===== src/rtl/decimal_entry.sv =====
// ============================================================================
// Module   : decimal_entry
// Purpose  : Keypad decimal-to-binary operand accumulator (x10 shift-add,
//            optional restoring divide-by-10 backspace when
//            DECIMAL_ENTRY_BACKSPACE_EN is defined).
// Revision : 1.0 - initial release
// ============================================================================
`default_nettype none

module decimal_entry #(
    parameter int WIDTH      = 8,
    parameter int MAX_DIGITS = 3
) (
    input  logic             clk,
    input  logic             rst,
    input  logic             key_valid,
    input  logic [3:0]       key_code,
    output logic             key_ready,
    output logic [WIDTH-1:0] value,
    output logic [3:0]       digit_count,
    output logic             overflow,
    output logic [WIDTH-1:0] result,
    output logic             result_valid
);

    localparam int AW = WIDTH + 4;

    localparam logic [1:0] c_idle = 2'd0;
    localparam logic [1:0] c_mul  = 2'd1;
    localparam logic [1:0] c_add  = 2'd2;
`ifdef DECIMAL_ENTRY_BACKSPACE_EN
    localparam logic [1:0] c_div  = 2'd3;
    localparam logic [3:0] c_key_back = 4'd11;
    localparam int CW = $clog2(WIDTH + 1);
`endif

    localparam logic [3:0]    c_key_clear  = 4'd10;
    localparam logic [3:0]    c_key_enter  = 4'd12;
    localparam logic [3:0]    c_max_digits = 4'(MAX_DIGITS);
    localparam logic [AW-1:0] c_max_val    = {4'b0000, {WIDTH{1'b1}}};

    logic [1:0]    r_state;
    logic [1:0]    w_next_state;
    logic [3:0]    r_digit;
    logic [AW-1:0] r_acc;
    logic [AW-1:0] w_mul;
    logic [AW-1:0] w_sum;
    logic          w_accept;
    logic          w_is_digit;
    logic          w_reject;
    logic          w_leading_zero;

`ifdef DECIMAL_ENTRY_BACKSPACE_EN
    logic [WIDTH-1:0] r_quo;
    logic [3:0]       r_rem;
    logic [CW-1:0]    r_div_cnt;
    logic [4:0]       w_trial;
    logic             w_ge;
    logic [3:0]       w_rem_next;

    // One restoring step: bring down the next dividend bit, subtract 10 if it fits.
    assign w_trial    = {r_rem, r_quo[WIDTH-1]};
    assign w_ge       = (w_trial >= 5'd10);
    assign w_rem_next = w_ge ? 4'(w_trial - 5'd10) : w_trial[3:0];
`endif

    assign w_accept       = key_valid && key_ready;
    assign w_is_digit     = (key_code <= 4'd9);
    assign w_mul          = ({4'b0000, value} << 3) + ({4'b0000, value} << 1);
    assign w_sum          = r_acc + AW'(r_digit);
    assign w_reject       = (digit_count == c_max_digits) || (w_sum > c_max_val);
    assign w_leading_zero = (value == '0) && (r_digit == 4'd0);

    always_ff @(posedge clk) begin
        if (rst) begin
            r_state <= c_idle;
        end else begin
            r_state <= w_next_state;
        end
    end

    always_comb begin
        w_next_state = r_state;
        case (r_state)
            c_idle: begin
                if (w_accept && w_is_digit) begin
                    w_next_state = c_mul;
                end
`ifdef DECIMAL_ENTRY_BACKSPACE_EN
                else if (w_accept && (key_code == c_key_back) && (digit_count != 4'd0)) begin
                    w_next_state = c_div;
                end
`endif
            end
            c_mul:   w_next_state = c_add;
            c_add:   w_next_state = c_idle;
`ifdef DECIMAL_ENTRY_BACKSPACE_EN
            c_div: begin
                if (r_div_cnt == CW'(WIDTH)) begin
                    w_next_state = c_idle;
                end
            end
`endif
            default: w_next_state = c_idle;
        endcase
    end

    always_comb begin
        key_ready = (r_state == c_idle);
    end

    always_ff @(posedge clk) begin
        if (rst) begin
            value        <= '0;
            digit_count  <= 4'd0;
            overflow     <= 1'b0;
            result       <= '0;
            result_valid <= 1'b0;
            r_digit      <= 4'd0;
            r_acc        <= '0;
`ifdef DECIMAL_ENTRY_BACKSPACE_EN
            r_quo        <= '0;
            r_rem        <= 4'd0;
            r_div_cnt    <= '0;
`endif
        end else begin
            result_valid <= 1'b0;
            case (r_state)
                c_idle: begin
                    if (w_accept) begin
                        if (w_is_digit) begin
                            r_digit <= key_code;
                        end else if (key_code == c_key_clear) begin
                            value       <= '0;
                            digit_count <= 4'd0;
                            overflow    <= 1'b0;
                        end else if (key_code == c_key_enter) begin
                            result       <= value;
                            result_valid <= 1'b1;
                            value        <= '0;
                            digit_count  <= 4'd0;
                            overflow     <= 1'b0;
                        end
`ifdef DECIMAL_ENTRY_BACKSPACE_EN
                        else if ((key_code == c_key_back) && (digit_count != 4'd0)) begin
                            r_quo     <= value;
                            r_rem     <= 4'd0;
                            r_div_cnt <= '0;
                        end
`endif
                    end
                end
                c_mul: begin
                    r_acc <= w_mul;
                end
                c_add: begin
                    // Reject before commit so a too-large sum never reaches value.
                    if (w_reject) begin
                        overflow <= 1'b1;
                    end else begin
                        value <= w_sum[WIDTH-1:0];
                        if (!w_leading_zero) begin
                            digit_count <= digit_count + 4'd1;
                        end
                    end
                end
`ifdef DECIMAL_ENTRY_BACKSPACE_EN
                c_div: begin
                    if (r_div_cnt == CW'(WIDTH)) begin
                        value       <= r_quo;
                        digit_count <= digit_count - 4'd1;
                        overflow    <= 1'b0;
                    end else begin
                        r_quo     <= {r_quo[WIDTH-2:0], w_ge};
                        r_rem     <= w_rem_next;
                        r_div_cnt <= r_div_cnt + CW'(1);
                    end
                end
`endif
                default: ;
            endcase
        end
    end

endmodule

`default_nettype wire


===== config.mk =====
export PLATFORM = sky130hd
export DESIGN_NAME = decimal_entry
export DESIGN_NICKNAME = d
export VERILOG_FILES = /design/src/rtl/decimal_entry.sv
export SDC_FILE = /design/constraint.sdc
export NUM_CORES = 1
export LEC_CHECK = 0
export CAP_MARGIN = 0
export CORE_MARGIN = 1
export CORE_UTILIZATION = 58
export CTS_CLUSTER_DIAMETER = 200
export DETAILED_ROUTE_END_ITERATION = 10
export PLACE_DENSITY = 0.84
export SETUP_SLACK_MARGIN = 0.4
export SYNTH_ARGS = -nofsm -noshare
export SYNTH_HDL_FRONTEND = slang
export SYNTH_SLANG_ARGS = --single-unit

===== constraint.sdc =====
create_clock -name clk -period 4.4 [get_ports clk]
set_input_delay 0.88 -clock clk [delete_from_list [all_inputs] [get_ports clk]]
set_output_delay 0.88 -clock clk [all_outputs]
set_load 0.01 [all_outputs]

==> flow_metrics.env, run 1 <==
export IMPL_vias=1780
export IMPL_path_clk_slew_ns=0.13
export IMPL_worst_slew_margin_pct=44.0
export IMPL_cts_sink_count=39
export IMPL_power_density_cell_area_mw_per_mm2=271
export IMPL_fraction_of_final_layout_cells_with_drive_strength_greater_than_1_pct=6.32
export IMPL_path_buf_inv=1
export IMPL_syn_nets=260
export IMPL_combPwrFrac_pct=7.7
export IMPL_antenna_found_initial=0
export IMPL_drc_violation_count_after_routing=0
export IMPL_sequential_cell_fraction_of_total_power_pct=54.3
export IMPL_max_slew_worst_pin_slew_ns=0.837
export IMPL_worstPathRequired_ns=4.70
export IMPL_via_count_of_the_first_global_routing_pass=1542
export IMPL_setup_viol=0
export IMPL_p_switching_uw=155
export IMPL_holdCritPathClass="reg -> reg"
export IMPL_synthCells=241
export IMPL_number_of_synthesis_warnings=0
export IMPL_vdd_ir_drop_worst_uv=194
export IMPL_floorplan_core_area_sq_mm=0.00339
export IMPL_mostFrequentLayoutCell="sky130_fd_sc_hd__dfxtp_1"
export IMPL_cts_tree="built"
export IMPL_yosysTopAreaCellShare_pct=37.7
export IMPL_post_cts_repair_setup_buffers=0
export IMPL_report_final_slew_viol_count=0
export IMPL_drt_pass1_iterations=4
export IMPL_synthDistinctLibCells=44
export IMPL_total_detailed_routing_wirelength_mm=4.55
export IMPL_endpoint_kind="flip-flop"
export IMPL_yosys_most_used_dff="sky130_fd_sc_hd__dfxtp_1"
export IMPL_cts_root_to_sink_buffers=2
export IMPL_detailedRoute_firstIterationViolations=129
export IMPL_ios=30
export IMPL_unrepaired_setup_endpoints_after_global_routing="no"
export IMPL_netSwitchingFraction_pct=23.2
export IMPL_ys_ff_latch=39
export IMPL_dieHeight_um=61.8
export IMPL_grt_start_max_net_pins=24
export IMPL_timing_max_cap_violations=0
export IMPL_min_period_over_period_pct=60.2
export IMPL_dieArea_sq_mm=0.00382
export IMPL_most_frequent_cells_in_the_layout="sky130_fd_sc_hd__dfxtp_1, sky130_fd_sc_hd__clkdlybuf4s50_1, sky130_fd_sc_hd__nor2_1, sky130_fd_sc_hd__nand2_1, sky130_fd_sc_hd__a21oi_1"
export IMPL_crit_arrival_ns=2.95
export IMPL_synth_enable_flop_cells=0
export IMPL_finalCriticalPeriod_ns=2.65
export IMPL_gpl_final_weighted_congestion=0.888
export IMPL_path_delay_family="simple AND/OR/NAND/NOR gates"
export IMPL_numCtsBuffers=5
export IMPL_floorplan_initialDensity_pct=61.1
export IMPL_place_detailed_hpwl_mm=3.30
export IMPL_clk_latency_ns=0.37
export IMPL_placedCellCount=307
export IMPL_synth_async_reset_ratio_pct=0
export IMPL_first_pass_grt_wire_length_mm=7.14
export IMPL_layout_area_overhead_vs_synth_pct=19.1
export IMPL_final_area_sq_mm=0.00247
export IMPL_register_area_share_after_synthesis_pct=37.7
export IMPL_yosys_top_cells_area="sky130_fd_sc_hd__dfxtp_1, sky130_fd_sc_hd__ha_1, sky130_fd_sc_hd__mux2i_1, sky130_fd_sc_hd__a21oi_1, sky130_fd_sc_hd__nand2_1"
export IMPL_final_instance_count_excl_fill=315
export IMPL_io_buffer_count=29
export IMPL_criticalPathCategory="reg -> reg"
export IMPL_postRouteAntennaNets=0
export IMPL_critPathMaxStageDelay_ns=0.49
export IMPL_status="complete, no violations"
export IMPL_final_setup_tns_ns=0
export IMPL_postSynthAreaPerCell_sq_um=8.60
export IMPL_floorplan_rows=21
export IMPL_die_width_um=61.8
export IMPL_mappedNetlistArea_sq_mm=0.00207
export IMPL_fmaxAchievable_mhz=378
export IMPL_detail_route_vias_per_cell=5.65
export IMPL_yosys_area_top_type="sky130_fd_sc_hd__dfxtp_1"
export IMPL_ctsRootBufferMaster="sky130_fd_sc_hd__clkbuf_4"
export IMPL_totalPowerFinal_uw=670
export IMPL_crit_path_max_fanout=16
export IMPL_num_antenna_cells=0
export IMPL_htree_levels=2
export IMPL_drt_wirelength_per_cell_um=14.4
export IMPL_final_hold_viols=0
export IMPL_critical_path_slowest_cell="sky130_fd_sc_hd__nor3_4"
export IMPL_grt_util_all_layers_pct=26.6
export IMPL_overflow=0
export IMPL_cts_repair_resized=0
export IMPL_cellInternalPower_uw=515
export IMPL_design_final_nets=287
export IMPL_detailed_place_area_sq_mm=0.00238
export IMPL_finalClockSkew_ns=0.0184
export IMPL_cts_hold_buf=0
export IMPL_cellLeakagePower_nw=0.964
export IMPL_power_frac_clock_pct=37.9
export IMPL_worstSetupStartpointType="flip-flop"
export IMPL_worstPathCellList="ha_1 > inv_1 > fa_1 > nor2b_1 > o2111a_1 > a21oi_2 > nor3_4 > mux2_2 > nor2_1"
power by group through the flow:
stage | Combinational [mW] | Sequential [mW] | Clock [mW]
finish | 0.0519 | 0.364 | 0.254
global route | 0.0572 | 0.365 | 0.274
CTS | 0.0519 | 0.364 | 0.257
detailed placement | 0.0516 | 0.372 | 0
global placement | 0.0508 | 0.372 | 0
floorplan | 0.0346 | 0.370 | 0
synth_stat cells, drive strengths merged, types with 2 or more instances:
master / n
a211oi: 2
a21oi: 24
a31oi: 2
and2: 2
buf: 4
clkbuf: 6
dfxtp: 39
fa: 2
ha: 10
inv: 12
mux2: 2
mux2i: 13
nand2: 27
nand2b: 2
nand3: 8
nand3b: 7
nand4: 5
nor2: 27
nor2b: 7
nor3: 2
nor4: 5
nor4bb: 2
o21ai: 7
o31ai: 2
xnor2: 8
registers in the layout, indices dropped and copies added (netlist names):
name / count
result_valid: 1
overflow: 1
r_acc: 11
r_state: 2
r_digit: 4
digit_count: 4
result: 8
value: 8
path summary, 6_finish.rpt:
| kind | start | to | slack [ns] | depth (start not counted) |
|---|---|---|---|---|
| worst min-delay path | r_acc[1] | r_acc[1] | 0.47 | 2 |
| worst max register to register | r_digit[1] | value[6] | 1.75 | 9 |
| worst max-delay path | r_digit[1] | value[6] | 1.75 | 9 |
| worst min register to register | r_acc[1] | r_acc[1] | 0.47 | 2 |
cell families (layout without fill, tap and decap cells):
logic type	after synthesis	after routing	synth area share [%]
flip-flops	39	39	37.7
multiplexers	15	15	7.55
buffers and inverters	22	50	4.41
adder cells (fa/ha/maj)	12	12	7.97
XOR/XNOR	9	9	3.80
AND/OR/NAND/NOR	99	99	25.1
AO/OA/AOI/OAI	45	45	13.5
tightest hold or removal path, delay by kind of cell (launching register included):
| kind | cells | cell delay, ns |
|---|---|---|
| flops | 1 | 0.33 |
| simple gates | 1 | 0.05 |
| compound gates | 1 | 0.05 |
routing by layer:
layer	vias up	track usage, %	share of wire [%]
met5	-	0	0
met2	68	43.9	47
met1	802	33.6	43
met3	10	5.59	8.0
met4	0	11.4	1.5
li1	900	-	-
per-stage QoR:
step           worst slack, ns  utilization, %  hold WS, ns
2_1_floorplan             2.23               -        0.440
3_3_place_gp              1.63            70.2        0.449
3_5_place_dp              1.67            70.2        0.455
4_1_cts                   1.75            72.8        0.470
5_1_grt                   1.59            72.8        0.495
6_report                  1.75            72.8        0.470
final cells by class:
cell class | count | area (sq um)
multi-input combinational | 180 | 1200
fill | 255 | 922
sequential | 39 | 781
timing repair buffer | 30 | 298
tap | 46 | 57.6
clock buffer | 6 | 51.3
inverter | 12 | 45.0
clock inverter | 2 | 35.0
Power figures use the tool's default switching activity.
==> inputs of run 2 (changes only) <==
--- a/config.mk
+++ b/config.mk
@@ -7,10 +7,10 @@
 export LEC_CHECK = 0
 export CAP_MARGIN = 0
 export CORE_MARGIN = 1
-export CORE_UTILIZATION = 58
+export CORE_UTILIZATION = 54
 export CTS_CLUSTER_DIAMETER = 200
 export DETAILED_ROUTE_END_ITERATION = 10
-export PLACE_DENSITY = 0.84
+export PLACE_DENSITY = 0.79
 export SETUP_SLACK_MARGIN = 0.4
 export SYNTH_ARGS = -nofsm -noshare
 export SYNTH_HDL_FRONTEND = slang
==> constraint.sdc (replaced) <==
create_clock -name clk -period 2.5 [get_ports clk]
set_input_delay 0.5 -clock clk [delete_from_list [all_inputs] [get_ports clk]]
set_output_delay 0.5 -clock clk [all_outputs]
set_load 0.01 [all_outputs]
==> flow_metrics.env, run 2 (synthesis gave the netlist of run 1 again) <==
export IMPL_total_detailed_routing_wirelength_mm=5.38
export IMPL_grt_use_met3_pct=4.11
export IMPL_cellInternalPower_mw=1.00
export IMPL_detailed_place_area_sq_mm=0.00245
export IMPL_regToRegSetupSlack_ns=0.33
export IMPL_holdCritPathClass="reg -> reg"
export IMPL_cts_sink_count=39
export IMPL_p_switching_uw=286
export IMPL_overflow=0
export IMPL_via_count_of_the_first_global_routing_pass=1892
export IMPL_cts_tree="built"
export IMPL_status="complete, no violations"
export IMPL_report_final_slew_viol_count=0
export IMPL_floorplan_core_area_sq_mm=0.00366
export IMPL_die_width_um=63.9
export IMPL_mostFrequentLayoutCell="sky130_fd_sc_hd__dfxtp_1"
export IMPL_dieArea_sq_mm=0.00409
export IMPL_antenna_found_initial=0
export IMPL_dieHeight_um=63.9
export IMPL_ctsRootBufferMaster="sky130_fd_sc_hd__clkbuf_8"
export IMPL_vdd_ir_drop_worst_uv=404
export IMPL_unrepaired_setup_endpoints_after_global_routing="yes"
export IMPL_final_hold_viols=0
export IMPL_crit_path_max_fanout=5
export IMPL_ios=30
export IMPL_min_period_over_period_pct=86.7
export IMPL_finalClockSkew_ns=0.00733
export IMPL_htree_levels=2
export IMPL_grt_util_all_layers_pct=27.6
export IMPL_grt_start_max_net_pins=23
export IMPL_timing_max_cap_violations=0
export IMPL_place_detailed_hpwl_mm=3.49
export IMPL_endpoint_kind="flip-flop"
export IMPL_final_setup_tns_ns=0
export IMPL_numCtsBuffers=5
export IMPL_gpl_final_weighted_congestion=0.860
export IMPL_worstPathRequired_ns=2.71
export IMPL_cts_root_to_sink_buffers=2
export IMPL_first_pass_grt_wire_length_mm=8.76
export IMPL_max_slew_worst_pin_slew_ns=0.632
export IMPL_globalRouteMet1Util_pct=33.3
export IMPL_drc_violation_count_after_routing=0
export IMPL_critPathMaxStageDelay_ns=0.36
export IMPL_detail_route_vias_per_cell=5.81
export IMPL_floorplan_rows=22
export IMPL_critical_path_slowest_cell="sky130_fd_sc_hd__nor3_4"
export IMPL_top_usage_layer="met2"
export IMPL_finalCriticalPeriod_ns=2.17
export IMPL_regToRegEndpoint="digit_count[1]"
export IMPL_io_buffer_count=29
export IMPL_postRouteAntennaNets=0
export IMPL_drt_wirelength_per_cell_um=16.0
export IMPL_power_density_cell_area_mw_per_mm2=468
export IMPL_top_regs="r_acc: 11 flops, result: 8 flops, value: 8 flops"
export IMPL_flip_flop_count_of_the_largest_register_after_layout=11
export IMPL_criticalPathCategory="reg -> reg"
export IMPL_worst_setup_endpoint="digit_count[1]"
export IMPL_design_final_nets=306
export IMPL_layout_area_overhead_vs_synth_pct=32.9
export IMPL_worstPathCellList="ha_4 > inv_2 > fa_2 > nor2b_2 > o2111a_1 > a21oi_4 > nor3_4 > buf_4 > buf_6 > nand4_1 > o221ai_2"
export IMPL_fmaxAchievable_mhz=461
export IMPL_cp_startpoint="r_digit[1]"
export IMPL_setup_viol=0
export IMPL_worst_slew_margin_pct=57.9
export IMPL_reg2reg_from="r_digit[1]"
export IMPL_worstRegToRegCells=11
export IMPL_detailedRoute_firstIterationViolations=103
export IMPL_cts_hold_buf=0
export IMPL_final_fill_count=261
export IMPL_power_frac_clock_pct=41.7
export IMPL_netSwitchingFraction_pct=22.2
export IMPL_num_antenna_cells=0
export IMPL_drt_pass1_iterations=4
export IMPL_fraction_of_final_layout_cells_with_drive_strength_greater_than_1_pct=20.1
export IMPL_vias=1951
export IMPL_crit_arrival_ns=2.38
export IMPL_floorplan_initialDensity_pct=56.6
export IMPL_largest_register="r_acc"
export IMPL_combPwrFrac_pct=8.6
export IMPL_worstSetupStartpointType="flip-flop"
export IMPL_cellLeakagePower_nw=1.09
export IMPL_final_area_sq_mm=0.00275
export IMPL_sequential_cell_fraction_of_total_power_pct=49.7
export IMPL_path_clk_slew_ns=0.07
export IMPL_use_met2_pct=47.6
export IMPL_most_frequent_cells_in_the_layout="sky130_fd_sc_hd__dfxtp_1, sky130_fd_sc_hd__clkdlybuf4s50_1, sky130_fd_sc_hd__nand2_1"
export IMPL_clk_latency_ns=0.29
-- run 2: cell count changes in the layout (fill, tap and decap cells not counted), moves of 3 or more --
cell,previous run,this run
sky130_fd_sc_hd__clkbuf_8,1,6
sky130_fd_sc_hd__clkbuf_4,5,0
sky130_fd_sc_hd__dfxtp_1,39,33
sky130_fd_sc_hd__o21ai_0,7,4
sky130_fd_sc_hd__a21oi_1,22,19
sky130_fd_sc_hd__dfxtp_2,0,6
sky130_fd_sc_hd__buf_4,1,18
-- run 2: how the worst min path moves through the flow --
stage	from	to	slack, ns	depth (start not counted)
after floorplan	r_acc[1]	r_acc[1]	0.44	2
after global placement	overflow	overflow	0.45	2
after detailed placement	overflow	overflow	0.45	2
after CTS	overflow	overflow	0.46	2
after global routing	overflow	overflow	0.49	2
final	overflow	overflow	0.47	2
-- run 2: power by group through the flow --
| stage | Combinational (mW) | Sequential [mW] | Clock (mW) |
|---|---|---|---|
| finish | 0.111 | 0.641 | 0.537 |
| global route | 0.121 | 0.642 | 0.572 |
| CTS | 0.104 | 0.639 | 0.546 |
| detailed placement | 0.0971 | 0.654 | 0 |
| global placement | 0.0958 | 0.653 | 0 |
| floorplan | 0.0610 | 0.652 | 0 |
-- run 2: final cells by class --
class,instances,area [sq um],share of cell area [%]
timing repair buffer,49,448,16.3
sequential,39,788,28.6
clock buffer,6,82.6,3.00
inverter,12,45.0,1.64
multi-input combinational,180,1290,47.0
clock inverter,2,35.0,1.27
tap,48,60.1,2.18
-- run 2: worst max-delay path, delay by kind of cell (launching register included) --
kind	cells	cell delay [ns]
and+or+nand+nor	3	0.60
adders and majority gates	2	0.47
DFF	1	0.35
buffers and inverters	3	0.30
AOI/OAI and AO/OA	3	0.37
-- run 2: metrics by stage --
stage | util, % | power, mW | hold slack, ns | setup WS (ns) | std cells
global placement | 67.0 | 0.749 | 0.446 | 0.234 | 318
floorplan | - | 0.713 | 0.440 | 0.408 | 241
global route | 75.2 | 1.34 | 0.487 | 0.244 | 336
finish | 75.2 | 1.29 | 0.467 | 0.332 | 336
CTS | 73.3 | 1.29 | 0.460 | 0.353 | 333
detailed placement | 67.0 | 0.751 | 0.448 | 0.145 | 318
-- run 2: timing repair --
action | CTS | global route
setup endpoints to repair | 14 | 15
pin swaps | 10 | 11
resized for setup | 19 | 13
buffers inserted | 7 | 2
gates cloned | 0 | 1
endpoints found under the hold margin | 0 | 0
-- run 2: per-layer routing --
layer  wire length (um)  up-vias
met1               2180      913
met5                  0        -
met4                218        0
met3                299       23
li1                   -      935
met2               2680       80
